File: config.mk
export PLATFORM = sky130hd
export DESIGN_NAME = signed_sort_ctrl
export DESIGN_NICKNAME = d
export VERILOG_FILES = /design/src/rtl/alu_pkg.sv /design/src/rtl/signed_lt.sv /design/src/rtl/signed_sort_ctrl.sv
export SDC_FILE = /design/constraint.sdc
export NUM_CORES = 1
export LEC_CHECK = 0
export BUFFER_PORTS_ARGS = -buffer_cell sky130_fd_sc_hd__buf_2
export CAP_MARGIN = 40
export CORE_MARGIN = 5
export CORE_UTILIZATION = 25
export DETAILED_ROUTE_END_ITERATION = 7
export PLACE_DENSITY_LB_ADDON = 0.15
export REMOVE_ABC_BUFFERS = 1
export SLEW_MARGIN = 30
export SYNTH_ARGS = -nofsm -noshare
export SYNTH_HDL_FRONTEND = slang
export SYNTH_HIERARCHICAL = 1
export SYNTH_SLANG_ARGS = --single-unit
export TNS_END_PERCENT = 5
File: constraint.sdc
create_clock -name clk -period 4.2 [get_ports clk]
set_clock_uncertainty 0.05 [all_clocks]
set_input_delay 0.63 -clock clk [delete_from_list [all_inputs] [get_ports clk]]
set_output_delay 0.63 -clock clk [all_outputs]
set_load 0.005 [all_outputs]
File: src/rtl/alu_pkg.sv
// Shared definitions for the ALU-side ordering engine.
//   - sort_state_e : controller phases (load operands, sort, drain results)
//   - DEF_W/DEF_N  : default operand width and batch size
//   - DEF_MOST_NEG / DEF_MOST_POS : extreme two's-complement values at DEF_W
//   - most_neg()/most_pos() : the same extremes for an arbitrary width (<= 16)
package alu_pkg;

  typedef enum logic [1:0] {
    ST_LOAD  = 2'd0,
    ST_SORT  = 2'd1,
    ST_DRAIN = 2'd2
  } sort_state_e;

  localparam int DEF_W = 6;
  localparam int DEF_N = 4;

  localparam logic [DEF_W-1:0] DEF_MOST_NEG = {1'b1, {(DEF_W-1){1'b0}}};
  localparam logic [DEF_W-1:0] DEF_MOST_POS = {1'b0, {(DEF_W-1){1'b1}}};

  // Most-negative value of a w-bit operand, returned right-aligned in 16 bits.
  function automatic logic [15:0] most_neg(input int w);
    logic [15:0] r;
    r = 16'd0;
    r[w-1] = 1'b1;
    return r;
  endfunction

  // Most-positive value of a w-bit operand, returned right-aligned in 16 bits.
  function automatic logic [15:0] most_pos(input int w);
    logic [15:0] r;
    r = 16'd0;
    for (int i = 0; i < w - 1; i++) begin
      r[i] = 1'b1;
    end
    return r;
  endfunction

endpackage

File: src/rtl/signed_lt.sv
// Combinational two's-complement less-than comparator.
//   a_i  : left operand (signed, W bits)
//   b_i  : right operand (signed, W bits)
//   lt_o : 1 iff a_i < b_i as signed values
module signed_lt #(
  parameter int W = 6
) (
  input  logic [W-1:0] a_i,
  input  logic [W-1:0] b_i,
  output logic         lt_o
);

  // Signed compare only; an unsigned compare would misorder the extremes.
  always_comb begin
    lt_o = 1'b0;
    if ($signed(a_i) < $signed(b_i)) begin
      lt_o = 1'b1;
    end else begin
      lt_o = 1'b0;
    end
  end

endmodule

File: src/rtl/signed_sort_ctrl.sv
// Batch sorter: accepts N signed operands, bubble-sorts them in place using a
// single shared comparator (one compare per cycle), then streams them out in
// ascending signed order.
//   clk        : clock, rising edge
//   reset      : synchronous active-high reset
//   in_valid   : in_data valid
//   in_ready   : operand accepted this cycle if in_valid (LOAD only)
//   in_data    : signed operand
//   out_valid  : out_data valid (DRAIN only)
//   out_ready  : consumer takes out_data
//   out_data   : next sorted operand
//   busy       : sort in progress
//   pass_cnt   : bubble passes completed for the current batch
module signed_sort_ctrl
  import alu_pkg::*;
#(
  parameter int W = DEF_W,
  parameter int N = DEF_N
) (
  input  logic                 clk,
  input  logic                 reset,
  input  logic                 in_valid,
  output logic                 in_ready,
  input  logic [W-1:0]         in_data,
  output logic                 out_valid,
  input  logic                 out_ready,
  output logic [W-1:0]         out_data,
  output logic                 busy,
  output logic [$clog2(N):0]   pass_cnt
);

  localparam int IDXW = (N > 1) ? $clog2(N) : 1;
  localparam int PCW  = $clog2(N) + 1;

  localparam logic [IDXW-1:0] IDX_LAST     = IDXW'(N - 1);
  localparam logic [IDXW-1:0] IDX_PASS_END = IDXW'(N - 2);
  localparam logic [PCW-1:0]  LAST_PASS    = PCW'(N - 1);

  sort_state_e      state_q, state_d;
  logic [IDXW-1:0]  idx_q, idx_d;
  logic [PCW-1:0]   pass_q, pass_d;
  logic             swap_q, swap_d;
  logic [W-1:0]     mem_q [N];
  logic [W-1:0]     mem_d [N];
  logic             in_ready_q, out_valid_q, busy_q;

  logic [IDXW-1:0]  idx_nb_s;
  logic [W-1:0]     lo_s, hi_s;
  logic             lt_s;
  logic             swap_any_s;

  // Neighbour index for the compare pair; clamped so DRAIN/LOAD never form an
  // out-of-range address.
  always_comb begin
    idx_nb_s = idx_q;
    if (idx_q == IDX_LAST) begin
      idx_nb_s = idx_q;
    end else begin
      idx_nb_s = idx_q + IDXW'(1);
    end
  end

  assign lo_s = mem_q[idx_q];
  assign hi_s = mem_q[idx_nb_s];

  // Out-of-order when the upper entry is strictly smaller; equal never swaps.
  signed_lt #(.W(W)) u_lt (
    .a_i  (hi_s),
    .b_i  (lo_s),
    .lt_o (lt_s)
  );

  // Next-state computation for sequencing, array contents and pass tracking.
  always_comb begin
    state_d    = state_q;
    idx_d      = idx_q;
    pass_d     = pass_q;
    swap_d     = swap_q;
    mem_d      = mem_q;
    swap_any_s = swap_q | lt_s;
    case (state_q)
      ST_LOAD: begin
        if (in_valid) begin
          mem_d[idx_q] = in_data;
          if (idx_q == IDX_LAST) begin
            state_d = ST_SORT;
            idx_d   = '0;
            pass_d  = '0;
            swap_d  = 1'b0;
          end else begin
            idx_d = idx_q + IDXW'(1);
          end
        end else begin
          idx_d = idx_q;
        end
      end
      ST_SORT: begin
        if (lt_s) begin
          mem_d[idx_q]    = hi_s;
          mem_d[idx_nb_s] = lo_s;
        end else begin
          mem_d = mem_q;
        end
        if (idx_q == IDX_PASS_END) begin
          pass_d = pass_q + PCW'(1);
          idx_d  = '0;
          // A clean pass proves order; N-1 passes bound the worst case.
          if (!swap_any_s || (pass_d == LAST_PASS)) begin
            state_d = ST_DRAIN;
            swap_d  = swap_any_s;
          end else begin
            swap_d = 1'b0;
          end
        end else begin
          idx_d  = idx_q + IDXW'(1);
          swap_d = swap_any_s;
        end
      end
      ST_DRAIN: begin
        if (out_ready) begin
          if (idx_q == IDX_LAST) begin
            state_d = ST_LOAD;
            idx_d   = '0;
          end else begin
            idx_d = idx_q + IDXW'(1);
          end
        end else begin
          idx_d = idx_q;
        end
      end
      default: begin
        state_d = ST_LOAD;
        idx_d   = '0;
      end
    endcase
  end

  // Controller state, array and handshake flags; flags follow the next state
  // so they are registered yet aligned with the state they describe.
  always_ff @(posedge clk) begin
    if (reset) begin
      state_q     <= ST_LOAD;
      idx_q       <= '0;
      pass_q      <= '0;
      swap_q      <= 1'b0;
      in_ready_q  <= 1'b1;
      out_valid_q <= 1'b0;
      busy_q      <= 1'b0;
    end else begin
      state_q     <= state_d;
      idx_q       <= idx_d;
      pass_q      <= pass_d;
      swap_q      <= swap_d;
      mem_q       <= mem_d;
      in_ready_q  <= (state_d == ST_LOAD);
      out_valid_q <= (state_d == ST_DRAIN);
      busy_q      <= (state_d == ST_SORT);
    end
  end

  // Result word read straight from the array, forced to zero outside DRAIN.
  always_comb begin
    out_data = '0;
    if (out_valid_q) begin
      out_data = mem_q[idx_q];
    end else begin
      out_data = '0;
    end
  end

  assign in_ready  = in_ready_q;
  assign out_valid = out_valid_q;
  assign busy      = busy_q;
  assign pass_cnt  = pass_q;

endmodule

### After elaboration in Yosys (flattened, before gate mapping)

Index checks and enable logic that the tools add are counted.

| storage, ports and cells | value |
|---|---|
| flip-flop bits (word level) | 35 |
| input port bits | 10 |
| output and inout port bits | 12 |
| logic and storage cells | 85 |

| cells by class | value |
|---|---|
| $add $sub $neg | 2 |
| $lt $le $gt $ge | 5 |
| eq/ne operators | 12 |
| multiplexer cells | 40 |
| bitwise logic cells | 4 |
| reduce and logical (&&, ||, !) cells | 11 |

Operator list:

| kind | number |
|---|---|
| 24-bit bitwise mux | 3 |
| 24-bit 2-to-1 mux | 2 |
| 24-bit case mux with 2 select lines | 1 |
| 6-bit 2-to-1 mux | 7 |
| 6-bit binary-select mux with 2-bit select | 2 |
| 6-bit demux with 2-bit select | 2 |
| 2-bit 2-to-1 mux | 11 |
| 2-bit case mux with 3 select lines | 2 |
| 2-bit inequality test, second input constant | 5 |
| 3-bit 2-to-1 mux | 3 |
| 2-bit == test, second input constant | 4 |
| 4-bit AND reduction | 2 |
| 3-bit greater-or-equal comparator, second input constant | 2 |
| 3-bit by 1-bit less-than comparator with 1-bit output, second input constant | 2 |
| 6-bit less-than comparator | 1 |
| 2-bit NOT with 3-bit output | 2 |
| 3-bit case mux with 2 select lines | 1 |
| 1-bit 2-to-1 mux | 5 |
| 2-bit by 1-bit == test with 1-bit output, second input constant | 2 |
| 2-bit zero test | 2 |
| 3-bit by 1-bit adder with 3-bit output, second input constant | 1 |
| 3-bit by 2-bit == test with 1-bit output, second input constant | 1 |
| 3-bit AND reduction | 1 |
| 2-bit by 1-bit adder with 2-bit output, second input constant | 1 |
| 8 further kinds | 9 |

### Logic depth before layout (Yosys ltp)

| depth | value |
|---|---|
| word-level depth | 15 |
| mapped depth | 13 |
| depth with buffers taken out | 11 |

### Modules after synthesis

The synthesis kept the hierarchy.

Modules (own cells, without submodules):

| module | times used | cells each | area an instance (um^2) | seq. area each (um^2) |
|---|---|---|---|---|
| signed_sort_ctrl | 1 | 219 | 2283.4 | 940.9 |
| signed_lt | 1 | 19 | 151.4 | 0.0 |

### Least setup slack after synthesis

No wires, ideal clock.

| path | value |
|---|---|
| kind | reg2reg |
| from | reg idx_q[0] |
| to | reg mem_q[0] (netlist name) (enable) |
| arrival time | 2848 ps |
| slack | 953 ps |
| stages on the path, launching flop included | 14 |
| path buffers | 2 |
| cell sequence | dfxtp_1 buf_6 inv_1 ha_1 buf_4 mux2i_1 mux2i_1 ha_1 nor2b_1 nor3b_1 a211oi_2 mux2i_1 or3_1 nor2_1 |

| between the ends | value |
|---|---|
| word-level cells in the longest chain between the ends | 10 |
| elaborated cells between the ends (all ways) | 15 |
| those cells by class | add/sub: 1; order compare: 1; eq/ne: 2; mux: 8; bitwise: 2; reduce/logical: 1 |

RTL lines:

| what | RTL line | RTL |
|---|---|---|
| from (decl) | signed_sort_ctrl.sv:40 | `logic [IDXW-1:0] idx_q, idx_d;` |
| from (signal assigned) | signed_sort_ctrl.sv:151 | `idx_q <= idx_d;` |
| 2-bit by 1-bit adder with 2-bit output or 2-bit == test (tied branches) | signed_sort_ctrl.sv:59, signed_sort_ctrl.sv:56 |  |
| 2-bit 2-to-1 mux * | signed_sort_ctrl.sv:56 | `if (idx_q == IDX_LAST) begin` |
| 2-bit NOT with 3-bit output (implied by the code) * | signed_sort_ctrl.sv:64 | `assign hi_s = mem_q[idx_nb_s];` |
| 6-bit binary-select mux with 2-bit select * | signed_sort_ctrl.sv:64 |  |
| 6-bit 2-to-1 mux (implied by the code) * (2 in a row) | signed_sort_ctrl.sv:64 |  |
| net hi_s[5] | signed_sort_ctrl.sv:48 | `logic [W-1:0] lo_s, hi_s;` |
| 6-bit less-than comparator * | signed_lt.sv:16 | `if ($signed(a_i) < $signed(b_i)) begin` |
| 1-bit 2-to-1 mux * | signed_lt.sv:16 |  |
| net lt_s | signed_sort_ctrl.sv:49 | `logic lt_s;` |
| 2-bit inequality test (no source line) * | - |  |
| 4-bit AND reduction (no source line) * | - |  |
| to (signal assigned) | signed_sort_ctrl.sv:154 | `mem_q <= mem_d;` |
| to (decl) | signed_sort_ctrl.sv:43 | `logic [W-1:0] mem_q [N];` |

Mark *: on every way through the listed nets, which the timed path passes. The rest lies on a longest branch. The select of a mux whose other input is x is not followed.
A chain may end at the register's enable or synchronous reset.

### Worst setup path after layout

| path | value |
|---|---|
| from | reg idx_q[1] |
| to | reg mem_q[0] (netlist name) (enable) |

Same word-level chain as after synthesis.

==> impl_metrics.toml <==
[timing]
tns_ps = 0
fmax_mhz = 264
layout_worst_path_cycle_share_pct = 90.2
worstMarginPinSlew_ps = 801
finalMaxSlewViolations = 0
finalCriticalPeriod_ps = 3790
slew-limit-headroom_pct = 46.4
rsz0062_at_grt = "false"
hold_violations = 0
finalSetupViolCount = 0
timing.hold.ws_ps = 492

[clock_network]
cts_resized = 0
cts-hold-fix-buffers = 0
clkTransAtPathRegs_ps = 70
postCtsSetupBuffers = 0
cts_root_buf = "clkbuf_8"
clk_latency_ps = 300
cts_max_level = 2
clock_sinks = 35
cts_tree = "yes"
clk_path_buf_depth = 2
numCtsBuffers = 5

[logic_synthesis]
yosysSeqAreaShare_pct = 38.6
ys_types = 40
synthAdderAreaFrac_pct = 6.68
synth_top_area_share_pct = 29.6
synth_top_family_by_area = "compound AO/OA/AOI/OAI gates"
yosys.area_share.simple_pct = 13.8
yosys-top-cells-area = "edfxtp_1 30%, mux2i_1 11%, dfxtp_1 9.0%"
ys_ff_latch = 35
syn_inst = 238
yosys.area_share.xor_xnor_pct = 0.360
async_reset_ff_share_pct = 0
yosysWarnings = 6
postSynthAreaPerCell_sq_um = 10.2
synth_area_sq_mm = 0.00243
synth_compound_area_share_pct = 18.9
synth_area_leader_cell = "edfxtp_1"
synth-edff-count = 24
synth_top_flop_cell = "edfxtp_1"
synthMuxAreaShare_pct = 16.2

[run]
max_cap_violations = 0

[die]
core_sq_mm = 0.00964
die_h_um = 109
rows = 36
initial_core_util_pct = 25.3
die_area_sq_mm = 0.0118
io_pins = 22
die_x_um = 109

[drt]
ant_nets = 0
wirelength_um = 7030
via_per_inst = 5.01
first_pass_iters = 4
post_drt_wl_per_cell_um = 17.8
drt_iter0_markers = 129
remaining_drc_errors = 0
vias = 1978

[placement]
placed_cells = 388
numPortBuffers = 21
postPlaceCellArea_sq_mm = 0.00271
hpwl_um = 4920
globalplace.congestion = 0.773

[finish]
drive_gt1_share_pct = 21.8
nNetsFinal = 285
layout_common_cells = "26 x mux2i_1, 24 x edfxtp_1, 21 x buf_2"
fin_area_sq_mm = 0.00281
layout_commonest_cell = "mux2i_1"
area_growth_syn_to_layout_pct = 15.5
final_cells = 395
diodes = 0

[critical_path]
cp_data_arrival_time_ps = 3670
cp-start-kind = "register"
worst-path-max-fanout = 11
reg2regPathDepth = 12
end_kind = "register"
worstPathRequired_ps = 4080
path_class = "register to register"

[pwr]
leakage_nw = 1.16
vdd_drop_max_mv = 0.109
powerDensity_mw_per_mm2 = 334
swShare_pct = 29.7
p_clk_share_pct = 32.5
seq_power_share_pct = 41.3
power.internal_mw = 0.661
power_switching_mw = 0.279
combPwrFrac_pct = 26.2
power_mw = 0.940

[grt]
grt_pass1_wl_um = 11200
grt_max_degree = 23
grt_pass1_vias = 2009
grt.total_usage_pct = 12.7
overflow = 0
antenna_found_initial = 0

[hold_path]
holdPathStages = 2
hp-class = "register to register"

[outcome]
status = "completed"
final cells by class:
type	instances	area, sq um
timing repair buffer	33	199
sequential	35	941
multi-input combinational	176	1360
clock inverter	1	30.0
clock buffer	6	72.6
tap	133	166
inverter	11	41.3
fill	1045	6830
critical path, cell delays in order (launching register included):
cell and delay (ps):
dfxtp_1 310, inv_1 130, ha_1 520, buf_6 230, mux2i_1 250, mux2i_1 140
ha_1 350, a21oi_1 150, nor3b_1 70, a211oi_2 280, mux2i_1 110, or3_1 380
nor2_1 470
path summary, 6_finish.rpt:
kind	endpoint	startpoint	slack [ps]
worst min-delay path	pass_cnt[2]	pass_cnt[2]	490
worst max-delay path	mem_q[0]	idx_q[1]	410
worst max register to register	mem_q[0]	idx_q[1]	410
worst min register to register	pass_cnt[2]	pass_cnt[2]	490
routing by layer:
metal,track usage (%),vias up,wire length (um)
met1,18.0,957,3430
met2,18.9,70,3090
li1,-,938,-
met4,4.69,0,148
met5,0,-,0
met3,2.55,13,363
through the flow:
| stage | util [%] | worst slack [ps] |
|---|---|---|
| after floorplan | - | 595 |
| after global routing | 29.2 | 112 |
| final | 29.2 | 410 |
| after detailed placement | 28.1 | 429 |
| after CTS | 29.2 | 409 |
| after global placement | 28.0 | 337 |
power by group through the flow:
stage	sequential, mW	clock (mW)	combinational (mW)
2_1_floorplan	0.399	0	0.164
3_3_place_gp	0.396	0	0.245
3_5_place_dp	0.396	0	0.246
4_1_cts	0.388	0.316	0.246
5_1_grt	0.389	0.330	0.273
6_report	0.388	0.306	0.246
sequential cells by signal, summed over array words and instances, names as in the netlist:
register and cells:
mem_q 24, busy 1, in_ready 1, state_q 2, out_valid 1, idx_q 2
pass_cnt 3, swap_q 1
cell usage after synthesis, drive strengths merged (2+ instances only):
| cell type | number |
|---|---|
| mux4 | 6 |
| a22oi | 6 |
| a21oi | 15 |
| nor3 | 2 |
| nand3b | 2 |
| nor2 | 17 |
| a32o | 6 |
| nand3 | 2 |
| and2 | 9 |
| buf | 14 |
| ha | 13 |
| edfxtp | 24 |
| o21ai | 16 |
| mux2i | 26 |
| a22o | 12 |
| nand2 | 20 |
| clkbuf | 2 |
| dfxtp | 11 |
| a211oi | 5 |
| inv | 11 |
| nand2b | 4 |
| nor2b | 2 |
| nor4 | 3 |
| a21o | 2 |
cells by family after synthesis:
group                    count (synthesis)
buffers and inverters                   27
AO/OA/AOI/OAI                           65
multiplexers                            32
AND/OR/NAND/NOR                         65
XOR/XNOR                                 1
flip-flops                              35
adder cells (fa/ha/maj)                 13
(Power assumes the default switching activity.)
